<file path="src/rtl/sqrt32_sched.sv">
// Round-robin front end sharing one combinational sqrt32 among NREQ requesters.
// Latency: accept to o_rsp_valid = SETTLE+2 cycles; one result per SETTLE+3 cycles at best.
// Backpressure: o_rsp_valid holds until i_rsp_ready; no new operand is granted meanwhile.
//
// Ports:
//   i_clk, i_reset   clock, synchronous active-high reset
//   i_req_valid      per-requester operand valid (NREQ bits)
//   i_req_data       operand i at [32*i+31:32*i]
//   o_req_ready      one-hot grant, combinational, only in IDLE
//   o_sq_p           registered operand driven into sqrt32
//   i_sq_u           root returned by sqrt32
//   o_rsp_valid/i_rsp_ready/o_rsp_id/o_rsp_root   result handshake, id tag and root
//   o_busy           high whenever the scheduler is not IDLE
module sqrt32_sched #(
  parameter int NREQ   = 4,
  parameter int IDW    = 2,
  parameter int SETTLE = 32
) (
  input  logic                 i_clk,
  input  logic                 i_reset,
  input  logic [NREQ-1:0]      i_req_valid,
  input  logic [32*NREQ-1:0]   i_req_data,
  output logic [NREQ-1:0]      o_req_ready,
  output logic [31:0]          o_sq_p,
  input  logic [15:0]          i_sq_u,
  output logic                 o_rsp_valid,
  input  logic                 i_rsp_ready,
  output logic [IDW-1:0]       o_rsp_id,
  output logic [15:0]          o_rsp_root,
  output logic                 o_busy
);

  localparam int CW = $clog2(SETTLE) + 1;

  typedef enum logic [1:0] {
    S_IDLE = 2'd0,
    S_WAIT = 2'd1,
    S_CAPT = 2'd2,
    S_RESP = 2'd3
  } state_t;

  state_t          r_state;
  state_t          w_next;
  logic [IDW-1:0]  r_rr_ptr;
  logic [IDW-1:0]  r_tag;
  logic [CW-1:0]   r_cnt;
  logic [31:0]     r_sq_p;
  logic [IDW-1:0]  r_rsp_id;
  logic [15:0]     r_rsp_root;

  logic            w_found_hi;
  logic [IDW-1:0]  w_gnt_hi;
  logic [IDW-1:0]  w_gnt_lo;
  logic [IDW-1:0]  w_gnt;
  logic            w_any;
  logic            w_accept;
  logic            w_settled;

  // Round-robin search split into two priority scans: the lowest valid index
  // at or above r_rr_ptr wins, otherwise the lowest valid index overall.
  // Scanning downwards lets the last hit be the lowest index.
  always_comb begin
    w_found_hi = 1'b0;
    w_gnt_hi   = '0;
    w_gnt_lo   = '0;
    for (int j = NREQ - 1; j >= 0; j--) begin
      if (i_req_valid[j]) begin
        w_gnt_lo = IDW'(j);
        if (IDW'(j) >= r_rr_ptr) begin
          w_found_hi = 1'b1;
          w_gnt_hi   = IDW'(j);
        end
      end
    end
  end

  assign w_gnt     = w_found_hi ? w_gnt_hi : w_gnt_lo;
  assign w_any     = |i_req_valid;
  assign w_settled = (r_cnt == CW'(SETTLE - 1));

  // State register
  always_ff @(posedge i_clk) begin
    if (i_reset) begin
      r_state <= S_IDLE;
    end else begin
      r_state <= w_next;
    end
  end

  // Next-state logic
  always_comb begin
    w_next = r_state;
    case (r_state)
      S_IDLE:  if (w_any)       w_next = S_WAIT;
      S_WAIT:  if (w_settled)   w_next = S_CAPT;
      S_CAPT:                   w_next = S_RESP;
      S_RESP:  if (i_rsp_ready) w_next = S_IDLE;
      default:                  w_next = S_IDLE;
    endcase
  end

  // State-decoded outputs
  always_comb begin
    o_req_ready = '0;
    w_accept    = 1'b0;
    o_busy      = (r_state != S_IDLE);
    o_rsp_valid = (r_state == S_RESP);
    if (r_state == S_IDLE && w_any) begin
      o_req_ready[w_gnt] = 1'b1;
      w_accept           = 1'b1;
    end
  end

  // Datapath: operand hold, settle counter, result capture.
  // o_sq_p is deliberately left at the last operand after capture so the
  // sqrt32 inputs only toggle on a new accept.
  always_ff @(posedge i_clk) begin
    if (i_reset) begin
      r_rr_ptr   <= '0;
      r_tag      <= '0;
      r_cnt      <= '0;
      r_sq_p     <= '0;
      r_rsp_id   <= '0;
      r_rsp_root <= '0;
    end else begin
      if (w_accept) begin
        r_sq_p   <= i_req_data[32*w_gnt +: 32];
        r_tag    <= w_gnt;
        r_rr_ptr <= (w_gnt == IDW'(NREQ - 1)) ? '0 : w_gnt + 1'b1;
        r_cnt    <= '0;
      end
      if (r_state == S_WAIT) begin
        r_cnt <= r_cnt + 1'b1;
      end
      if (r_state == S_CAPT) begin
        r_rsp_root <= i_sq_u;
        r_rsp_id   <= r_tag;
      end
    end
  end

  assign o_sq_p     = r_sq_p;
  assign o_rsp_id   = r_rsp_id;
  assign o_rsp_root = r_rsp_root;

endmodule

</file>
<file path="config.mk">
export PLATFORM = sky130hd
export DESIGN_NAME = sqrt32_sched
export DESIGN_NICKNAME = d
export VERILOG_FILES = /design/src/rtl/sqrt32_sched.sv
export SDC_FILE = /design/constraint.sdc
export NUM_CORES = 1
export LEC_CHECK = 0
export CELL_PAD_IN_SITES_DETAIL_PLACEMENT = 0
export CELL_PAD_IN_SITES_GLOBAL_PLACEMENT = 2
export CORE_MARGIN = 8
export CORE_UTILIZATION = 20
export CTS_CLUSTER_SIZE = 40
export DETAILED_ROUTE_END_ITERATION = 12
export GPL_ROUTABILITY_DRIVEN = 0
export MAX_ROUTING_LAYER = met4
export PLACE_DENSITY_LB_ADDON = 0.1
export SETUP_SLACK_MARGIN = 0.15
export SLEW_MARGIN = 20
export SYNTH_ARGS = -nofsm -noshare
export SYNTH_HDL_FRONTEND = slang
export SYNTH_SLANG_ARGS = --single-unit
</file>
<file path="constraint.sdc">
create_clock -name i_clk -period 2.9 [get_ports i_clk]
set_clock_uncertainty 0.1 [all_clocks]
set_input_delay 0.58 -clock i_clk [delete_from_list [all_inputs] [get_ports i_clk]]
set_output_delay 0.58 -clock i_clk [all_outputs]
set_load 0.03 [all_outputs]
</file>
==> flow_summary.json <==
{
  "synth_common_cells": "mux2i_1 (84), dfxtp_1 (62), nand2_1 (40)",
  "setup_tns_ns": 0,
  "dr.first_iter.drc_count": 117,
  "synth_cells": 331,
  "cts.clk_slew.worst_paths_ns": 0.05,
  "syn_to_final_growth_pct": 82.5,
  "cts_buffers": 9,
  "p_leak_nw": 2.22,
  "dr.pass1.iters": 4,
  "p_per_area_nw_per_um2": 880,
  "yosys_warnings": 0,
  "grt_pass1_wl_um": 19000,
  "ys.flop_type": "dfxtp_1",
  "portBuffers": 206,
  "wl_um": 12700,
  "avgSynthCellArea_um2": 9.68,
  "syn-num-nets": 491,
  "critPathMaxFanout": 6,
  "crit_required_ns": 2.22,
  "slew_headroom_pct": 55.9,
  "max-clock-path-buffers": 2,
  "syn_area_um2": 3200,
  "grt_max_degree": 41,
  "synth_edf_count": 0,
  "initial_core_util_pct": 20.3,
  "drv_cap": 0,
  "synth_top_area_share_pct": 38.8,
  "fmax_mhz": 375,
  "wl_per_cell_um": 16.5,
  "die_w_um": 143,
  "ys_seq_elements": 62,
  "route.detailed.drc": 0,
  "drv_slew": 0,
  "min_period_ns": 2.67,
  "synth_area_leaders": "dfxtp_1 (39%), mux2i_1 (26%), o221ai_1 (9.0%)",
  "rsz0062_at_grt": "no",
  "worstSkewPairLatency_ns": 0.33,
  "rows": 46,
  "finalHoldViolations": 0,
  "cts_hold_buffers": 0,
  "vias": 3235,
  "yosysUniqueCellTypes": 31,
  "coreArea_um2": 15800,
  "dp_hpwl_um": 10200,
  "ios": 207,
  "cts_root_buf": "clkbuf_16",
  "grt.total_usage_pct": 12.7,
  "yosysMostFrequentCell": "mux2i_1",
  "arrival_ns": 1.99,
  "ir_worst_vdd_v": 0.000349,
  "drive_gt1_share_pct": 8.17,
  "finalPower_w": 0.00514,
  "critPathKind": "in -> out",
  "tightest_slew_ns": 0.661,
  "drtAntennaViolNets": 0,
  "htree_levels": 3,
  "crit_path_start_kind": "primary input",
  "setup_viol": 0,
  "grt_overflow": 0,
  "clock_sinks": 62,
  "status": "finished clean",
  "via_per_inst": 4.22,
  "cts_tree": "yes",
  "grt_pass1_vias": 3548,
  "synth.largest_area_cell": "dfxtp_1",
  "antenna_found_initial": 0,
  "die_h_um": 143,
  "post-route-period-util_pct": 92.1,
  "diodes": 0,
  "async_reset_ff_share_pct": 0,
  "hp-class": "reg -> reg",
  "nets": 706,
  "critical_path.endpoint_type": "output pin",
  "ys_seq_area_share_pct": 38.7,
  "die_area_um2": 20300
}
## flip-flops by register name (all words and copies together), names as in the netlist
name / count
r_rr_ptr: 2
o_sq_p: 32
r_cnt: 6
o_rsp_id: 2
r_state: 2
r_tag: 2
o_rsp_root: 16
## cell usage in the layout, fill, tap and decap left out, drive strengths merged
cell type and n:
a211oi 4, a21o 2, a21oi 10, a41oi 1, and2 4, and3 1
buf 26, bufinv 1, clkbuf 12, clkdlybuf4s50 198, clkinv 2, clkinvlp 1
dfxtp 62, dlygate4sd2 4, ha 9, inv 8, mux2i 84, nand2 40
nand2b 4, nand3 3, nand3b 2, nor2 28, nor2b 3, nor3 1
nor3b 1, o21ai 3, o221ai 33, o22a 1, o22ai 1, o41a 1
o41ai 1
## critical path: stages
cell and delay [ns]:
dlygate4sd2_1 0.26, nand2b_1 0.15, a21oi_1 0.28, a211oi_4 0.06
buf_4 0.17, ha_1 0.18, and2_1 0.14, buf_4 0.16
## metal layers
layer  up-vias  global-route usage [%]  wire length, um
li1       1634                       -                -
met1      1450                    12.7             4930
met2       141                    20.5             6140
met3        10                    7.68             1420
met4         0                    3.64              181
met5         -                       -                0
## layout make-up
| type | count | area, um2 |
|---|---|---|
| Clock inverter | 4 | 47.5 |
| Inverter | 8 | 30.0 |
| Sequential cell | 62 | 1240 |
| Timing Repair Buffer | 228 | 2210 |
| Fill cell | 1596 | 9920 |
| Clock buffer | 12 | 236 |
| Tap cell | 216 | 270 |
| Multi-Input combinational cell | 237 | 1810 |
## cells by family (layout without fill, tap and decap cells)
| kind of cell | after synthesis | after routing | synth area share [%] |
|---|---|---|---|
| fa+ha+maj | 9 | 9 | 3.52 |
| flops | 62 | 62 | 38.7 |
| buf+inv | 32 | 252 | 5.39 |
| compound gates | 57 | 57 | 14.5 |
| mux | 84 | 84 | 26.3 |
| simple gates | 87 | 87 | 11.6 |
## where the power goes
group	leakage [nW]	switching (W)	internal, W	total [W]
sequential	0.508	0.000179	0.00116	0.00134
clock	0.137	0.000385	0.000662	0.00105
combinational	1.57	0.00151	0.00124	0.00275
total	2.22	0.00207	0.00307	0.00514
## final timing paths
check                                    start              to  slack [ns]  cells past startpoint
worst max-delay path            i_req_valid[1]  o_req_ready[3]        0.23                      8
worst min-delay path                o_sq_p[17]      o_sq_p[17]        0.36                      2
worst max register to register     r_rr_ptr[1]       o_sq_p[0]        0.61                      7
worst min register to register      o_sq_p[17]      o_sq_p[17]        0.36                      2
## metrics by stage
stage	cell area (um2)	cells	utilization [%]	hold WS, ns	setup WS, ns
after floorplan	3200	331	-	0.331	0.342
after global placement	5550	750	35.2	0.346	-0.363
after detailed placement	5550	750	35.2	0.352	-0.383
after CTS	5840	766	37.0	0.362	0.186
after global routing	5850	767	37.1	0.382	0.144
final	5850	767	37.1	0.360	0.230
## repair_timing
action	4_1_cts	5_1_grt
resized for setup	11	1
setup buffers	0	1
gates cloned	0	0
endpoints found under the setup margin	4	2
pin swaps	1	1
Note: power is estimated with default switching activity, not from simulation.
